--- config.mk ---
export PLATFORM = sky130hd
export DESIGN_NAME = ps2_rx_fifo
export DESIGN_NICKNAME = d
export VERILOG_FILES = /design/src/rtl/ps2_rx_fifo_pkg.sv /design/src/rtl/ps2_rx_fifo_sync_fifo.sv /design/src/rtl/ps2_rx_fifo.sv
export SDC_FILE = /design/constraint.sdc
export NUM_CORES = 1
export LEC_CHECK = 0
export ABC_AREA = 1
export BUFFER_PORTS_ARGS = -buffer_cell sky130_fd_sc_hd__buf_4
export CORE_MARGIN = 1
export CORE_UTILIZATION = 54
export CTS_CLUSTER_DIAMETER = 50
export CTS_CLUSTER_SIZE = 24
export DETAILED_ROUTE_END_ITERATION = 16
export HOLD_SLACK_MARGIN = 0.15
export PLACE_DENSITY_LB_ADDON = 0.3
export SYNTH_ARGS = -nofsm -noshare
export SYNTH_HDL_FRONTEND = slang
export SYNTH_HIERARCHICAL = 1
export SYNTH_SLANG_ARGS = --single-unit
--- constraint.sdc ---
create_clock -name clk -period 2.1 [get_ports clk]
set_input_delay 0.42 -clock clk [delete_from_list [all_inputs] [get_ports clk]]
set_output_delay 0.42 -clock clk [all_outputs]
set_load 0.005 [all_outputs]
--- src/rtl/ps2_rx_fifo_pkg.sv ---
// rtl/ps2_rx_fifo_pkg.sv - shared PS/2 receiver definitions
// Holds the receive FSM state encoding, frame geometry and the odd-parity
// helper used by ps2_rx_fifo. No ports.
package ps2_rx_fifo_pkg;

    typedef enum logic [1:0] {
        ST_IDLE   = 2'd0,
        ST_DATA   = 2'd1,
        ST_PARITY = 2'd2,
        ST_STOP   = 2'd3
    } ps2_state_e;

    localparam int PS2_DATA_W     = 8;
    localparam int PS2_START_BITS = 1;
    localparam int PS2_PAR_BITS   = 1;
    localparam int PS2_STOP_BITS  = 1;
    localparam int PS2_FRAME_BITS = PS2_START_BITS + PS2_DATA_W + PS2_PAR_BITS + PS2_STOP_BITS;

    // Odd parity: the data bits together with the parity bit hold an odd
    // number of ones.
    function automatic logic odd_parity_ok(input logic [PS2_DATA_W-1:0] data, input logic par);
        return ^{data, par};
    endfunction

endpackage

--- src/rtl/ps2_rx_fifo_sync_fifo.sv ---
// rtl/ps2_rx_fifo_sync_fifo.sv - single-clock show-ahead FIFO
// Ports: clk, rst (async active-low), push/push_data write side,
// pop/pop_data/not_empty read side (pop ignored when empty), full, level.
// A push while full is accepted only if a pop happens in the same cycle.
module sync_fifo #(
    parameter int WIDTH = 8,
    parameter int DEPTH = 8
) (
    input  logic                     clk,
    input  logic                     rst,
    input  logic                     push,
    input  logic [WIDTH-1:0]         push_data,
    input  logic                     pop,
    output logic [WIDTH-1:0]         pop_data,
    output logic                     not_empty,
    output logic                     full,
    output logic [$clog2(DEPTH):0]   level
);

    localparam int AW = $clog2(DEPTH);

    logic [WIDTH-1:0] mem [DEPTH];
    logic [AW:0]      wr_ptr_q, wr_ptr_d;
    logic [AW:0]      rd_ptr_q, rd_ptr_d;
    logic             empty;
    logic             do_push;
    logic             do_pop;

    // Extra wrap bit distinguishes full from empty when the indices match.
    assign empty = (wr_ptr_q == rd_ptr_q);
    assign full  = (wr_ptr_q[AW] != rd_ptr_q[AW]) && (wr_ptr_q[AW-1:0] == rd_ptr_q[AW-1:0]);

    assign do_pop  = pop & ~empty;
    assign do_push = push & (~full | do_pop);

    always_comb begin
        wr_ptr_d = wr_ptr_q;
        rd_ptr_d = rd_ptr_q;
        if (do_push) wr_ptr_d = wr_ptr_q + 1'b1;
        if (do_pop)  rd_ptr_d = rd_ptr_q + 1'b1;
    end

    always_ff @(posedge clk or negedge rst) begin
        if (!rst) begin
            wr_ptr_q <= '0;
            rd_ptr_q <= '0;
        end else begin
            wr_ptr_q <= wr_ptr_d;
            rd_ptr_q <= rd_ptr_d;
        end
    end

    // Storage needs no reset; pop_data is forced to zero while empty.
    always_ff @(posedge clk) begin
        if (do_push) mem[wr_ptr_q[AW-1:0]] <= push_data;
    end

    assign pop_data  = empty ? '0 : mem[rd_ptr_q[AW-1:0]];
    assign not_empty = ~empty;
    assign level     = wr_ptr_q - rd_ptr_q;

endmodule

--- src/rtl/ps2_rx_fifo.sv ---
// rtl/ps2_rx_fifo.sv - filtered PS/2 device-to-host receiver with byte FIFO
// Ports: clk, rst (async active-low); ps2_clk/ps2_data raw pins;
// rd_en/rd_data/rd_valid/level show-ahead FIFO read side;
// par_err/frm_err one-cycle error pulses; ovf sticky overflow, clr_ovf clears.
module ps2_rx_fifo
    import ps2_rx_fifo_pkg::*;
#(
    parameter int DEPTH       = 8,
    parameter int FILT_LEN    = 8,
    parameter int TIMEOUT_CYC = 20000
) (
    input  logic                    clk,
    input  logic                    rst,
    input  logic                    ps2_clk,
    input  logic                    ps2_data,
    input  logic                    rd_en,
    output logic [PS2_DATA_W-1:0]   rd_data,
    output logic                    rd_valid,
    output logic [$clog2(DEPTH):0]  level,
    output logic                    par_err,
    output logic                    frm_err,
    output logic                    ovf,
    input  logic                    clr_ovf
);

    localparam int FCNT_W = $clog2(FILT_LEN + 1);
    localparam int TO_W   = $clog2(TIMEOUT_CYC + 1);

    // Synchroniser; idle-high reset value avoids a false edge after reset.
    logic clk_s1_q, clk_s2_q, dat_s1_q, dat_s2_q;

    always_ff @(posedge clk or negedge rst) begin
        if (!rst) begin
            clk_s1_q <= 1'b1;
            clk_s2_q <= 1'b1;
            dat_s1_q <= 1'b1;
            dat_s2_q <= 1'b1;
        end else begin
            clk_s1_q <= ps2_clk;
            clk_s2_q <= clk_s1_q;
            dat_s1_q <= ps2_data;
            dat_s2_q <= dat_s1_q;
        end
    end

    // Glitch filter: a run of FILT_LEN samples differing from the filtered
    // value flips it; any sample agreeing with it restarts the run.
    logic              filt_q, filt_d;
    logic [FCNT_W-1:0] fcnt_q, fcnt_d;
    logic              fall_q, fall_d;

    always_comb begin
        filt_d = filt_q;
        fcnt_d = '0;
        if (clk_s2_q != filt_q) begin
            if (fcnt_q == FCNT_W'(FILT_LEN - 1)) filt_d = clk_s2_q;
            else                                 fcnt_d = fcnt_q + 1'b1;
        end
        fall_d = filt_q & ~filt_d;
    end

    always_ff @(posedge clk or negedge rst) begin
        if (!rst) begin
            filt_q <= 1'b1;
            fcnt_q <= '0;
            fall_q <= 1'b0;
        end else begin
            filt_q <= filt_d;
            fcnt_q <= fcnt_d;
            fall_q <= fall_d;
        end
    end

    // Frame FSM and inter-edge timeout.
    ps2_state_e            state_q, state_d;
    logic [2:0]            bitcnt_q, bitcnt_d;
    logic [PS2_DATA_W-1:0] shreg_q, shreg_d;
    logic                  par_ok_q, par_ok_d;
    logic [TO_W-1:0]       to_cnt_q, to_cnt_d;
    logic                  push_q, push_d;
    logic                  par_err_q, par_err_d;
    logic                  frm_err_q, frm_err_d;

    always_comb begin
        state_d   = state_q;
        bitcnt_d  = bitcnt_q;
        shreg_d   = shreg_q;
        par_ok_d  = par_ok_q;
        to_cnt_d  = to_cnt_q;
        push_d    = 1'b0;
        par_err_d = 1'b0;
        frm_err_d = 1'b0;
        if (fall_q) begin
            to_cnt_d = '0;
            case (state_q)
                ST_IDLE: begin
                    if (!dat_s2_q) begin
                        state_d  = ST_DATA;
                        bitcnt_d = '0;
                    end
                end
                ST_DATA: begin
                    shreg_d  = {dat_s2_q, shreg_q[PS2_DATA_W-1:1]};
                    bitcnt_d = bitcnt_q + 3'd1;
                    if (bitcnt_q == 3'd7) state_d = ST_PARITY;
                end
                ST_PARITY: begin
                    par_ok_d = odd_parity_ok(shreg_q, dat_s2_q);
                    state_d  = ST_STOP;
                end
                default: begin
                    // A bad stop bit is a framing error whatever the parity.
                    if (dat_s2_q) begin
                        if (par_ok_q) push_d    = 1'b1;
                        else          par_err_d = 1'b1;
                    end else begin
                        frm_err_d = 1'b1;
                    end
                    state_d = ST_IDLE;
                end
            endcase
        end else if (state_q != ST_IDLE) begin
            if (to_cnt_q == TO_W'(TIMEOUT_CYC)) begin
                state_d   = ST_IDLE;
                frm_err_d = 1'b1;
                to_cnt_d  = '0;
            end else begin
                to_cnt_d = to_cnt_q + 1'b1;
            end
        end else begin
            to_cnt_d = '0;
        end
    end

    always_ff @(posedge clk or negedge rst) begin
        if (!rst) begin
            state_q   <= ST_IDLE;
            bitcnt_q  <= '0;
            shreg_q   <= '0;
            par_ok_q  <= 1'b0;
            to_cnt_q  <= '0;
            push_q    <= 1'b0;
            par_err_q <= 1'b0;
            frm_err_q <= 1'b0;
        end else begin
            state_q   <= state_d;
            bitcnt_q  <= bitcnt_d;
            shreg_q   <= shreg_d;
            par_ok_q  <= par_ok_d;
            to_cnt_q  <= to_cnt_d;
            push_q    <= push_d;
            par_err_q <= par_err_d;
            frm_err_q <= frm_err_d;
        end
    end

    assign par_err = par_err_q;
    assign frm_err = frm_err_q;

    // Byte queue; shreg_q is stable during the push cycle because no
    // strobe can follow the stop strobe that quickly.
    logic fifo_full;
    logic drop;
    logic ovf_q, ovf_d;

    sync_fifo #(
        .WIDTH (PS2_DATA_W),
        .DEPTH (DEPTH)
    ) u_fifo (
        .clk       (clk),
        .rst       (rst),
        .push      (push_q),
        .push_data (shreg_q),
        .pop       (rd_en),
        .pop_data  (rd_data),
        .not_empty (rd_valid),
        .full      (fifo_full),
        .level     (level)
    );

    assign drop = push_q & fifo_full & ~(rd_en & rd_valid);

    // A new overflow wins over a coincident clear.
    always_comb begin
        ovf_d = ovf_q;
        if (drop)         ovf_d = 1'b1;
        else if (clr_ovf) ovf_d = 1'b0;
    end

    always_ff @(posedge clk or negedge rst) begin
        if (!rst) ovf_q <= 1'b0;
        else      ovf_q <= ovf_d;
    end

    assign ovf = ovf_q;

endmodule

== Word-level counts from Yosys, hierarchy flattened ==
Memory sizes are Yosys's and may differ from the RTL's.
Index checks and enable logic that the tools add are counted.

* Equal/unequal tests: 12
* Bitwise operators: 10
* Add/subtract/negate cells: 6
* Mux-type cells: 33
* Reduce and logical (&&, ||, !) cells: 13

{| class="wikitable"
|+ Operator list
! kind !! number
|-
| 15-bit two-way mux || 3
|-
| 1-bit two-way mux || 19
|-
| 15-bit by 1-bit adder with 15-bit output, second input constant || 1
|-
| 15-bit == test, second input constant || 1
|-
| 4-bit by 1-bit adder with 4-bit output, second input constant || 3
|-
| 2-bit two-way mux || 5
|-
| 2-bit nonzero test || 5
|-
| 9-bit XOR reduction || 1
|-
| 4-bit two-way mux || 2
|-
| 8-bit two-way mux || 1
|-
| 3-bit inequality test, second input constant || 2
|-
| 2-bit one-hot mux with 3 select lines || 1
|-
| 3-bit one-hot mux with 2 select lines || 1
|-
| 1-bit AND || 5
|-
| 4-bit by 3-bit == test with 1-bit output, second input constant || 1
|-
| 4-bit == test || 1
|-
| 1-bit inverter || 4
|-
| 2-bit AND reduction || 2
|-
| 4-bit AND reduction || 1
|-
| 4-bit subtractor || 1
|-
| 3-bit by 1-bit adder with 3-bit output, second input constant || 1
|-
| 3-bit == test || 1
|-
| 3-bit == test, second input constant || 1
|-
| 3-bit two-way mux || 1
|-
| 9 further kinds || 10
|}

* Output and inout bits: 16
* Memories kept: 1
* Register bits after elaboration: 51
* Input port bits: 6
* Bits in writable memories: 64
* Word-level logic and storage cells: 93

{| class="wikitable"
|+ Memories
! name !! depth !! bits a word !! rd ports !! clocked after Yosys merged registers in !! wr ports !! RTL line !! text
|-
| u_fifo.mem || 8 || 8 || 1 || 0 || 1 || ps2_rx_fifo_sync_fifo.sv:22 || <nowiki>logic [WIDTH-1:0] mem [DEPTH];</nowiki>
|}

== Depth between registers and ports, before layout ==
Gate-level depths: netlist (run 1).

* Depth after elaboration: 7
* Gate-level depth with buffers: 10
* Mapped depth without buffers: 9

== By module ==
Netlist (run 1), hierarchy kept.

{| class="wikitable"
|+ By module, submodules not included
! module !! cells each !! area each (um2) !! seq. area each (um2) !! times used
|-
| sync_fifo || 368 || 3485.8 || 2122.0 || 1
|-
| ps2_rx_fifo || 271 || 2219.6 || 1082.3 || 1
|}

== Least setup slack after synthesis (run 1) ==
Ideal clock, no wire load.

* Path kind: flip-flop to flip-flop
* From: register u_fifo.rd_ptr_q[2]
* To: memory u_fifo.mem[2][0], enable pin
* Period minus slack after synthesis: 2.221 ns
* Buffers on the path: 2
* Stages on the path, launching flop included: 9
* Setup time: 0.370 ns
* Setup slack: -0.121 ns
* Data required time: 1.730 ns
* Data arrival time: 1.851 ns
* Path through: dfrtp_1 buf_2 buf_2 inv_1 ha_1 nand3_2 nand3b_4 nand3_1 nor2_1

* Cells in the longest elaborated chain, start to end: 7
* Elaborated cells on any way between the ends: 10
* Those cells by class: eq/ne: 2; mux: 2; bitwise: 5; reduce/logical: 1

{| class="wikitable"
|+ Ends and longest elaborated chain
! element !! RTL line !! text
|-
| from (decl) || ps2_rx_fifo_sync_fifo.sv:24 || <nowiki>logic [AW:0] rd_ptr_q, rd_ptr_d;</nowiki>
|-
| from (signal assigned) || ps2_rx_fifo_sync_fifo.sv:49 || <nowiki>rd_ptr_q <= rd_ptr_d;</nowiki>
|-
| 4-bit == test / 3-bit == test (equally long branches) || ps2_rx_fifo_sync_fifo.sv:30, ps2_rx_fifo_sync_fifo.sv:31 ||
|-
| 1-bit inverter / 1-bit logical AND (equally long branches) || ps2_rx_fifo_sync_fifo.sv:33, ps2_rx_fifo_sync_fifo.sv:31 ||
|-
| 1-bit AND / 1-bit inverter (equally long branches) || ps2_rx_fifo_sync_fifo.sv:33, ps2_rx_fifo_sync_fifo.sv:34 ||
|-
| 1-bit OR * || ps2_rx_fifo_sync_fifo.sv:34 || <nowiki>assign do_push = push & (~full | do_pop);</nowiki>
|-
| 1-bit AND * || ps2_rx_fifo_sync_fifo.sv:34 ||
|-
| 1-bit two-way mux * || ps2_rx_fifo_sync_fifo.sv:55 || <nowiki>if (do_push) mem[wr_ptr_q[AW-1:0]] <= push_data;</nowiki>
|-
| 1-bit two-way mux (implied by the code) * || ps2_rx_fifo_sync_fifo.sv:55 ||
|-
| to (decl) || ps2_rx_fifo_sync_fifo.sv:22 ||
|}

Mark *: on every way between the ends. The rest lies on a longest branch, timed or not.

== Worst setup path in the final report (run 1) ==
* From: register u_fifo.rd_ptr_q[0]
* To: output rd_data[0]

* Cells in the longest elaborated chain, start to end: 2
* Elaborated cells on any way between the ends: 3
* Those cells by class: eq/ne: 1; mux: 1; memory: 1

{| class="wikitable"
|+ Ends and longest elaborated chain
! element !! RTL line !! text
|-
| memory read 8 x 8 bit / 4-bit == test (equally long branches) || - ||
|-
| 8-bit two-way mux * || ps2_rx_fifo_sync_fifo.sv:58 || <nowiki>assign pop_data = empty ? '0 : mem[rd_ptr_q[AW-1:0]];</nowiki>
|-
| to (decl) || ps2_rx_fifo.sv:17 || <nowiki>output logic [PS2_DATA_W-1:0] rd_data,</nowiki>
|}

Marked as above.

==> impl_metrics.json, run 1 <==
{
  "tightest_slew_ns": 0.643,
  "area_growth_syn_to_layout_pct": 21.3,
  "relSlewSlack_pct": 57.1,
  "finClkSkew_ns": 0.00962,
  "detail_route.iter0.violations": 387,
  "detailed_place_hpwl_um": 7530,
  "pin_count_of_the_biggest_net_entering_global_routing": 52,
  "p_switching_uw": 1240,
  "num_cts_buffers": 17,
  "power.share.combinational_pct": 3.6,
  "rows": 37,
  "yosys-top-cells-area": "sky130_fd_sc_hd__edfxtp_1 34%, sky130_fd_sc_hd__dfrtp_1 20%, sky130_fd_sc_hd__nand2_1 12%, sky130_fd_sc_hd__inv_1 7.4%, sky130_fd_sc_hd__nand3_1 5.6%",
  "period_minus_slack_ns": 2.33,
  "netlist_area_um2": 5710,
  "max_cap_violations": 0,
  "via_count_of_the_first_global_routing_pass": 4302,
  "setup.worst_path.start_class": "register",
  "failed_checks": "setup timing",
  "finalHoldViolCount": 0,
  "yosysMostFrequentCell": "sky130_fd_sc_hd__nand2_1",
  "finish.instance_area_um2": 6920,
  "synth_cells": 639,
  "die-area_um2": 11000,
  "port_buffers": 21,
  "finalWeightedCongestion": 0.854,
  "timing.setup.critical_path_class": "register to primary output",
  "post_layout_power_uw": 5550,
  "dieWidth_um": 105,
  "initial_utilization_pct": 55.5,
  "ys_seq_area_share_pct": 56.2,
  "cell_pwr_density_nw_per_um2": 802,
  "worstPathMaxFanout": 9,
  "synth_seq_cells": 115,
  "unrepaired_setup_endpoints_after_global_routing": "true",
  "p_leak_uw": 0.00327,
  "synth_enable_flop_cells": 64,
  "remaining_drc_errors": 0,
  "insertion_delay_ns": 0.51,
  "end_kind": "primary output",
  "switching_share_pct": 22.3,
  "synth_top_area_share_pct": 33.7,
  "fraction_of_registers_with_async_set_reset_pct": 44.3,
  "worst_path_max_delay_cell": "sky130_fd_sc_hd__dfrtp_2",
  "antenna_found_initial": 0,
  "seqPwrFrac_pct": 44.7,
  "clkSinkCount": 115,
  "final_cells": 834,
  "place.detailed.instances": 793,
  "place_worst_setup_slack_ns": 0.236,
  "hold_class": "input pin to register",
  "fmax_ghz": 0.430,
  "peakVddDrop_mv": 0.664,
  "post-route-worst-setup-slack_ns": -0.228,
  "syn_area_cell_um2": 8.93,
  "grt_first_pass_wirelength_um": 19700,
  "slew_violations": 0,
  "wl_per_cell_um": 15.0,
  "die_y_um": 105,
  "clk_pin_slew_ns": 0.06,
  "root_buffer_master": "sky130_fd_sc_hd__clkbuf_8",
  "synth_unique_cells": 33,
  "route.vias.total": 4331,
  "core_region_area_um2": 10300,
  "layout-drive-gt1-share_pct": 18.6,
  "synth.largest_area_cell": "sky130_fd_sc_hd__edfxtp_1",
  "tritoncts_clock_tree": "built",
  "part_of_the_cycle_the_worst_path_needs_pct": 111,
  "required_ns": 1.68,
  "post_dp_cell_area_um2": 6040,
  "grt_util_all_layers_pct": 23.4,
  "antenna-diode-count": 0,
  "finish.utilization_pct": 67.3,
  "drt_first_pass_iters": 7,
  "design.final.nets": 706,
  "number_of_top_level_design_ports": 22,
  "timing.critical_path.arrival_ns": 1.91,
  "drt.antenna.violating_nets": 0,
  "worstPathCellList": "buf_12 -> clkbuf_16 -> nand2_1 -> nand3_1 -> nand3_1 -> nand2_1 -> nor2_1 -> buf_4",
  "max_stage_delay_ns": 0.47,
  "setup_viol": 12,
  "synth.net_count": 660,
  "synth.yosys.warnings": 6,
  "dominantRegCellSynth": "sky130_fd_sc_hd__edfxtp_1",
  "synth_common_cells": "175 x sky130_fd_sc_hd__nand2_1, 112 x sky130_fd_sc_hd__inv_1, 64 x sky130_fd_sc_hd__edfxtp_1, 64 x sky130_fd_sc_hd__nand3_1, 63 x sky130_fd_sc_hd__nor2_1",
  "internal_power_uw": 4320,
  "detail_route.wirelength_um": 12500,
  "route.detailed.vias_per_inst": 5.19,
  "run_status": "finished, violations left",
  "globalRoute.totalOverflow": 0,
  "kind_of_cell_adding_the_most_delay_to_the_critical_path": "simple AND/OR/NAND/NOR gates",
  "number_of_buffers_on_the_longest_clock_path": 2,
  "proportion_of_power_drawn_by_the_clock_network_pct": 51.8,
  "htree_levels": 4,
  "path_buf_inv": 3
}
## through the flow
stage	setup TNS [ns]	hold slack [ns]
floorplan	-2.91	0.124
global placement	0	0.346
detailed placement	0	0.350
CTS	-1.67	0.182
global route	-2.53	0.201
finish	-1.91	0.199
## routing by layer
| metal | GRT usage [%] | wire length [um] |
|---|---|---|
| met1 | 27.4 | 5040 |
| met2 | 42.0 | 6490 |
| met3 | 5.49 | 714 |
| met4 | 8.45 | 275 |
| met5 | 0 | 0 |
## registers in the layout, summed over array words and instances, names as in the netlist
name and count:
clk_s2_q 1, par_ok_q 1, filt_q 1, bitcnt_q 3, dat_s2_q 1, push_q 1
shreg_q 8, u_fifo/wr_ptr_q 4, fcnt_q 4, fall_q 1, u_fifo/rd_ptr_q 4, frm_err 1
to_cnt_q 15, dat_s1_q 1, par_err 1, ovf 1, state_q 2, clk_s1_q 1
u_fifo/mem 64
## kinds of logic (layout without fill, tap and decap cells)
kind of cell    after synthesis  in the layout  synth area share [%]
xor+xnor                     12             12                  1.84
simple gates                339            339                  26.4
buf+inv                     134            193                  9.89
fa+ha+maj                    15             15                  3.42
flops                       115            115                  56.2
compound gates               24             24                  2.30
## worst paths after layout
| path | start | to | slack, ns | depth (start not counted) |
|---|---|---|---|---|
| max in group asynchronous | rst | shreg_q[6] | 1.18 | 2 |
| min reg2reg | clk_s1_q | clk_s2_q | 0.36 | 0 |
| min | rd_en | u_fifo/rd_ptr_q[3] | 0.20 | 4 |
| max reg2reg | u_fifo/wr_ptr_q[0] | u_fifo/mem[3][1] | 0.27 | 6 |
| max | u_fifo/rd_ptr_q[0] | rd_data[0] | -0.23 | 8 |
| min in group asynchronous | rst | u_fifo/rd_ptr_q[3] | 0.46 | 2 |
## worst register-to-register path, stage by stage (launching register included)
cell and delay [ns]:
sky130_fd_sc_hd__dfrtp_1 0.38, sky130_fd_sc_hd__inv_1 0.14, sky130_fd_sc_hd__ha_4 0.23, sky130_fd_sc_hd__nand3_4 0.08, sky130_fd_sc_hd__nand3b_4 0.17, sky130_fd_sc_hd__nand2_4 0.11, sky130_fd_sc_hd__nor2_2 0.37
## cells in the final DEF, fill, tap and decap left out, drive strengths merged, types with 4 or more instances in the layout
cell,netlist,final
dfstp,5,5
nor2,70,70
a21oi,6,6
xor2,8,8
nand2,184,184
clkbuf,1,19
dlygate4sd3,0,4
o21ai,15,15
dfrtp,46,46
edfxtp,64,64
xnor2,4,4
buf,15,37
clkinv,0,6
nor3,12,12
inv,118,122
nand3,66,66
ha,14,14
## power groups by stage
stage | Combinational (uW) | Clock [uW] | Sequential (uW)
after floorplan | 152 | 0 | 2500
after global placement | 185 | 0 | 2520
after detailed placement | 195 | 0 | 2520
after CTS | 203 | 2900 | 2480
after global routing | 236 | 3010 | 2490
final | 198 | 2870 | 2480
## final cells by class
type,instances,area (um2)
flip-flops and latches,115,3210
fillers,750,3360
inverters,118,464
clock inverters,15,180
clock buffers,17,414
repair buffers,43,424
multi-input cells,390,2060
well taps,136,170
## what timing repair did
item	in CTS	in global routing
hold buffers	4	0
endpoints found under the setup margin	12	12
gates cloned	1	2
buffers inserted	1	1
pin swaps	2	10
hold endpoints to repair	49	0
gates resized for setup	18	19
Power figures use the tool's default switching activity.
==> run 2: changes to the inputs <==
- SYNTH_HIERARCHICAL: 1 -> unset
==> impl_metrics.json, run 2 <==
{
  "synth.yosys.warnings": 0,
  "relSlewSlack_pct": 55.1,
  "place_worst_setup_slack_ns": 0.0152,
  "tightest_slew_ns": 0.673,
  "port_buffers": 21,
  "synth_common_cells": "103 x sky130_fd_sc_hd__nor2_1, 88 x sky130_fd_sc_hd__nand2_1, 64 x sky130_fd_sc_hd__edfxtp_1",
  "route.detailed.vias_per_inst": 5.59,
  "globalRoute.totalOverflow": 0,
  "min-delay-start": "dat_s1_q",
  "finalHoldViolCount": 0,
  "dieWidth_um": 100,
  "syn_area_cell_um2": 10.0,
  "core_region_area_um2": 9330,
  "drt.antenna.violating_nets": 0,
  "synth_top_area_share_pct": 36.8,
  "num_cts_buffers": 17,
  "finClkSkew_ns": 0.0116,
  "layout.cells.most_common": "sky130_fd_sc_hd__nor2_1",
  "drt_first_pass_iters": 5,
  "design.final.nets": 607,
  "yosysMostFrequentCell": "sky130_fd_sc_hd__nor2_1",
  "hold_class": "register to register",
  "worst-r2r-cell-count": 9,
  "run_status": "finished, violations left",
  "rrSetupSlack_ns": 0.04,
  "number_of_buffers_on_the_longest_clock_path": 2,
  "synth.net_count": 543,
  "hold-path-cell-count": 0,
  "setup_viol": 12,
  "timing.setup.critical_path_class": "register to primary output",
  "post-route-worst-setup-slack_ns": -0.343,
  "yosys-top-cells-area": "sky130_fd_sc_hd__edfxtp_1 37%, sky130_fd_sc_hd__dfrtp_1 22%, sky130_fd_sc_hd__nor2_1 7.4%, sky130_fd_sc_hd__nand2_1 6.3%, sky130_fd_sc_hd__o21ai_0 4.2%",
  "mostFrequentLayoutCells": "89 x sky130_fd_sc_hd__nor2_1, 86 x sky130_fd_sc_hd__nand2_1, 64 x sky130_fd_sc_hd__edfxtp_1",
  "unrepaired_setup_endpoints_after_global_routing": "true",
  "dominantRegCellSynth": "sky130_fd_sc_hd__edfxtp_1",
  "rows": 35,
  "period_minus_slack_ns": 2.44,
  "required_ns": 1.68,
  "setup_total_negative_slack_ns": -2.88,
  "antenna_found_initial": 0,
  "number_of_top_level_design_ports": 22,
  "grt_first_pass_wirelength_um": 19700,
  "grt_util_all_layers_pct": 26.4,
  "failed_checks": "setup timing",
  "insertion_delay_ns": 0.52,
  "worstPathMaxFanout": 8,
  "ys_seq_area_share_pct": 61.3,
  "crit_path_start": "u_fifo.rd_ptr_q[0]",
  "pin_count_of_the_biggest_net_entering_global_routing": 52,
  "remaining_drc_errors": 0,
  "clk_pin_slew_ns": 0.06,
  "die_y_um": 100,
  "fraction_of_registers_with_async_set_reset_pct": 44.3,
  "area_growth_syn_to_layout_pct": 29.1,
  "synth.largest_area_cell": "sky130_fd_sc_hd__edfxtp_1",
  "root_buffer_master": "sky130_fd_sc_hd__clkbuf_8",
  "tritoncts_clock_tree": "built",
  "route.vias.total": 4069,
  "part_of_the_cycle_the_worst_path_needs_pct": 116,
  "clkSinkCount": 115,
  "cell_pwr_density_nw_per_um2": 1270,
  "initial_utilization_pct": 56.0,
  "antenna-diode-count": 0,
  "htree_levels": 4,
  "via_count_of_the_first_global_routing_pass": 3992,
  "layout-drive-gt1-share_pct": 23.9,
  "setup.worst_path.start_class": "register",
  "number_of_flip_flops_in_the_largest_register": 64,
  "wl_per_cell_um": 17.4,
  "die-area_um2": 10100,
  "max_cap_violations": 0,
  "finish.utilization_pct": 72.3,
  "finalWeightedCongestion": 0.890,
  "end_kind": "primary output",
  "p_leak_uw": 0.00280,
  "timing.critical_path.arrival_ns": 2.02,
  "synth_cells": 522,
  "post_dp_cell_area_um2": 5610,
  "synth_enable_flop_cells": 64,
  "detail_route.iter0.violations": 234,
  "fmax_ghz": 0.409,
  "hold_end": "dat_s2_q",
  "netlist_area_um2": 5230,
  "detail_route.wirelength_um": 12700,
  "synth_seq_cells": 115,
  "slew_violations": 0,
  "finish.instance_area_um2": 6740,
  "timing.rr.end": "u_fifo.mem[4][3]",
  "detailed_place_hpwl_um": 7120,
  "synth_unique_cells": 33,
  "peakVddDrop_mv": 0.721,
  "reg2reg_from": "u_fifo.rd_ptr_q[0]"
}
==> run 2: cell count changes in the layout (fill, tap and decap cells not counted), sizes merged, moves of 8 or more <==
cell    delta
o21ai     +31
inv       -73
nand2     -92
buf       +17
o22ai      +9
nor2      +35
nand3     -40
o211ai     +8
==> run 2: through the flow <==
step,total power [uW],hold slack [ns],instances
2_1_floorplan,3760,0.124,522
3_3_place_gp,4410,0.346,671
3_5_place_dp,4470,0.353,671
4_1_cts,8270,0.356,724
5_1_grt,8910,0.355,728
6_report,8560,0.352,728
==> run 2: layout make-up <==
type                    instances  area, um2
fillers                       623       2580
inverters                      51        199
multi-input cells             340       1920
clock buffers                  18        418
repair buffers                 61        633
well taps                     129        161
flip-flops and latches        115       3200
clock inverters                14        211
==> run 2: routing by layer <==
layer	part of all wire (%)	global-route usage, %	vias up
met3	6.8	6.55	43
met4	3.6	12.9	0
met5	0	0	-
met1	39	31.7	1951
met2	50	44.6	201
li1	-	-	1874
==> run 2: kinds of logic (layout without fill, tap and decap cells) <==
logic type	after synthesis	in the layout	share of synthesized area, %
xor gates and xnor gates	12	12	2.01
AOI/OAI and AO/OA	72	72	7.76
DFF	115	115	61.3
adders and majority gates	15	15	3.74
buffers and inverters	68	144	5.48
and+or+nand+nor	240	241	19.7
==> run 2: where the power goes <==
group	internal (uW)	switching [uW]	total, uW
Sequential	2470	86.0	2560
Clock	2040	1030	3070
Combinational	1440	1490	2930
==> run 2: repair_timing <==
action / in CTS / in global routing
hold buffers: 5 / 0
gates cloned: 5 / 0
endpoints found under the hold margin: 50 / 0
setup buffers: 11 / 4
gates resized for setup: 46 / 24
endpoints found under the setup margin: 12 / 28
pin swaps: 4 / 14
==> run 2: how the worst max path moves through the flow <==
| stage | end | slack, ns | cells after the start |
|---|---|---|---|
| after floorplan | u_fifo.mem[6][0] | 0.01 | 10 |
| after global placement | u_fifo.mem[6][0] | 0.11 | 9 |
| after detailed placement | u_fifo.mem[6][1] | 0.02 | 9 |
| after CTS | rd_data[6] | -0.28 | 9 |
| after global routing | rd_data[6] | -0.41 | 9 |
| final | rd_data[6] | -0.34 | 9 |
==> run 2: worst max-delay path, cell delays in order, from the launching register on <==
cell and delay (ns):
sky130_fd_sc_hd__dfrtp_1 0.36, sky130_fd_sc_hd__buf_6 0.13, sky130_fd_sc_hd__clkinvlp_4 0.14, sky130_fd_sc_hd__buf_12 0.17, sky130_fd_sc_hd__buf_16 0.14, sky130_fd_sc_hd__o21ai_4 0.12, sky130_fd_sc_hd__o22ai_1 0.08, sky130_fd_sc_hd__nor2_1 0.17
sky130_fd_sc_hd__nor2_1 0.06, sky130_fd_sc_hd__buf_4 0.13
==> run 3: changes to the inputs <==
- CORE_MARGIN: 1 -> 2
==> impl_metrics.json, run 3 (synthesized netlist as in run 2, its figures left out) <==
{
  "design.final.nets": 600,
  "pin_count_of_the_biggest_net_entering_global_routing": 52,
  "core_region_area_um2": 9330,
  "rows": 35,
  "place.detailed.instances": 668,
  "route.vias.total": 3888,
  "seqPwrFrac_pct": 31.5,
  "finClkSkew_ns": 0.0126,
  "worst_path_max_delay_cell": "sky130_fd_sc_hd__dfrtp_2",
  "hold_class": "input pin to register",
  "setup_viol": 12,
  "power.share.combinational_pct": 31.1,
  "worst-r2r-cell-count": 9,
  "timing.rr.end": "u_fifo.mem[6][2]",
  "mostFrequentLayoutCells": "91 x sky130_fd_sc_hd__nor2_1, 86 x sky130_fd_sc_hd__nand2_1, 64 x sky130_fd_sc_hd__edfxtp_1",
  "num_cts_buffers": 17,
  "required_ns": 1.68,
  "reg2reg_from": "u_fifo.rd_ptr_q[0]",
  "period_minus_slack_ns": 2.33,
  "peakVddDrop_mv": 0.582,
  "insertion_delay_ns": 0.51,
  "run_status": "finished, violations left",
  "p_leak_uw": 0.00273,
  "fillers": 665,
  "fmax_ghz": 0.429,
  "detail_route.iter0.violations": 277,
  "port_buffers": 21,
  "timing.critical_path.arrival_ns": 1.91,
  "finalWeightedCongestion": 0.863,
  "worstPathCellList": "buf_12 -> nor2_1 -> nor2_1 -> o21ai_1 -> o211ai_1 -> nand2_1 -> nor2_1 -> buf_4",
  "drt_first_pass_iters": 5,
  "detail_route.wirelength_um": 12000,
  "part_of_the_cycle_the_worst_path_needs_pct": 111,
  "tightest_slew_ns": 0.660,
  "die-area_um2": 10500,
  "route.detailed.vias_per_inst": 5.39,
  "clkSinkCount": 115,
  "end_kind": "primary output",
  "remaining_drc_errors": 0,
  "area_growth_syn_to_layout_pct": 26.1,
  "number_of_top_level_design_ports": 22,
  "tritoncts_clock_tree": "built",
  "cell_pwr_density_nw_per_um2": 1240,
  "initial_utilization_pct": 56.0,
  "unrepaired_setup_endpoints_after_global_routing": "true",
  "finish.utilization_pct": 70.6,
  "timing.setup.critical_path_class": "register to primary output",
  "post-route-worst-setup-slack_ns": -0.232,
  "p_switching_uw": 2540,
  "failed_checks": "setup timing",
  "relSlewSlack_pct": 56.0,
  "layout-drive-gt1-share_pct": 22.1,
  "grt_first_pass_wirelength_um": 18500,
  "number_of_buffers_on_the_longest_clock_path": 2,
  "antenna-diode-count": 0,
  "drt.antenna.violating_nets": 0,
  "layout.cells.most_common": "sky130_fd_sc_hd__nor2_1",
  "globalRoute.totalOverflow": 0,
  "critPathMostFrequentCell": "sky130_fd_sc_hd__nor2_1",
  "min-delay-start": "rd_en",
  "max_stage_delay_ns": 0.49,
  "dieWidth_um": 102,
  "via_count_of_the_first_global_routing_pass": 3831,
  "internal_power_uw": 5650,
  "proportion_of_power_drawn_by_the_clock_network_pct": 37.4,
  "crit_path_start": "u_fifo.rd_ptr_q[0]",
  "critical_path.endpoint": "rd_data[5]",
  "whs_ns": 0.171,
  "switching_share_pct": 31.0,
  "rrSetupSlack_ns": 0.07,
  "clk_pin_slew_ns": 0.06,
  "final_cells": 721,
  "htree_levels": 4,
  "setup.worst_path.start_class": "register",
  "die_y_um": 102,
  "worstPathMaxFanout": 16,
  "slew_violations": 0,
  "finalHoldViolCount": 0,
  "max_cap_violations": 0,
  "root_buffer_master": "sky130_fd_sc_hd__clkbuf_8",
  "wl_per_cell_um": 16.6,
  "number_of_flip_flops_in_the_largest_register": 64,
  "antenna_found_initial": 0,
  "detailed_place_hpwl_um": 7010,
  "grt_util_all_layers_pct": 23.9
}
[run 3: cell types whose count changed in the layout (fill, tap and decap cells not counted), moves of 2 or more]
cell                         change
sky130_fd_sc_hd__clkbuf_16       +2
sky130_fd_sc_hd__dfrtp_2         +2
sky130_fd_sc_hd__inv_6           +8
sky130_fd_sc_hd__clkinvlp_4      -3
sky130_fd_sc_hd__nor2_1          +2
sky130_fd_sc_hd__o21ai_0         +4
sky130_fd_sc_hd__dfrtp_1         -2
sky130_fd_sc_hd__bufbuf_16       -2
sky130_fd_sc_hd__clkinv_1        -2
sky130_fd_sc_hd__o21ai_1         +4
sky130_fd_sc_hd__nor2_2          -2
sky130_fd_sc_hd__o21ai_2         -7
sky130_fd_sc_hd__buf_4           -4
sky130_fd_sc_hd__buf_16          -2
[run 3: layer usage]
metal / track usage [%] / vias to the layer above / wire [um]
li1: - / 1868 / -
met1: 29.3 / 1869 / 4930
met2: 42.0 / 137 / 6260
met3: 5.54 / 14 / 588
met4: 7.90 / 0 / 184
met5: 0 / - / 0
[run 3: final cells by class]
type	count	area [um2]	share of cell area, %
Clock inverter	15	215	3.27
Sequential cell	115	3210	48.7
Clock buffer	17	414	6.29
Inverter	51	195	2.96
Multi-Input combinational cell	340	1870	28.3
Tap cell	129	161	2.45
Timing Repair Buffer	54	527	8.00
[run 3: how the worst min path moves through the flow]
stage                         end  slack (ns)  cells after the start
6_report       u_fifo.rd_ptr_q[3]        0.17                      3
5_1_grt        u_fifo.rd_ptr_q[3]        0.18                      3
4_1_cts        u_fifo.rd_ptr_q[3]        0.16                      3
3_5_place_dp             dat_s2_q        0.35                      0
3_3_place_gp             dat_s2_q        0.35                      0
2_1_floorplan         bitcnt_q[0]        0.12                      0
[run 3: through the flow]
stage,instance area (um2),setup TNS [ns],power (uW),setup slack (ns)
final,6590,-2.23,8190,-0.232
after detailed placement,5590,-0.173,4470,-0.0217
after floorplan,5250,0,3760,0.0109
after CTS,6370,-2.24,7760,-0.209
after global routing,6590,-3.22,8570,-0.309
after global placement,5590,0,4410,0.0889
[run 3: power by group through the flow]
stage	clock network (uW)	logic [uW]	registers (uW)
4_1_cts	3100	2100	2560
5_1_grt	3200	2780	2590
2_1_floorplan	0	1190	2560
3_5_place_dp	0	1870	2600
3_3_place_gp	0	1820	2590
6_report	3060	2550	2580
[run 3: what timing repair did]
item | in CTS | in global routing
buffers inserted | 6 | 7
setup endpoints to repair | 20 | 36
hold buffers | 4 | 0
gates resized for setup | 19 | 34
gates cloned | 1 | 3
pin swaps | 1 | 8
hold endpoints to repair | 49 | 0
[run 3: critical path, delay by kind of cell (launching register included)]
kind            cells  cell delay, ns
buf+inv             2            0.31
compound gates      2            0.27
flops               1            0.49
simple gates        4            0.33
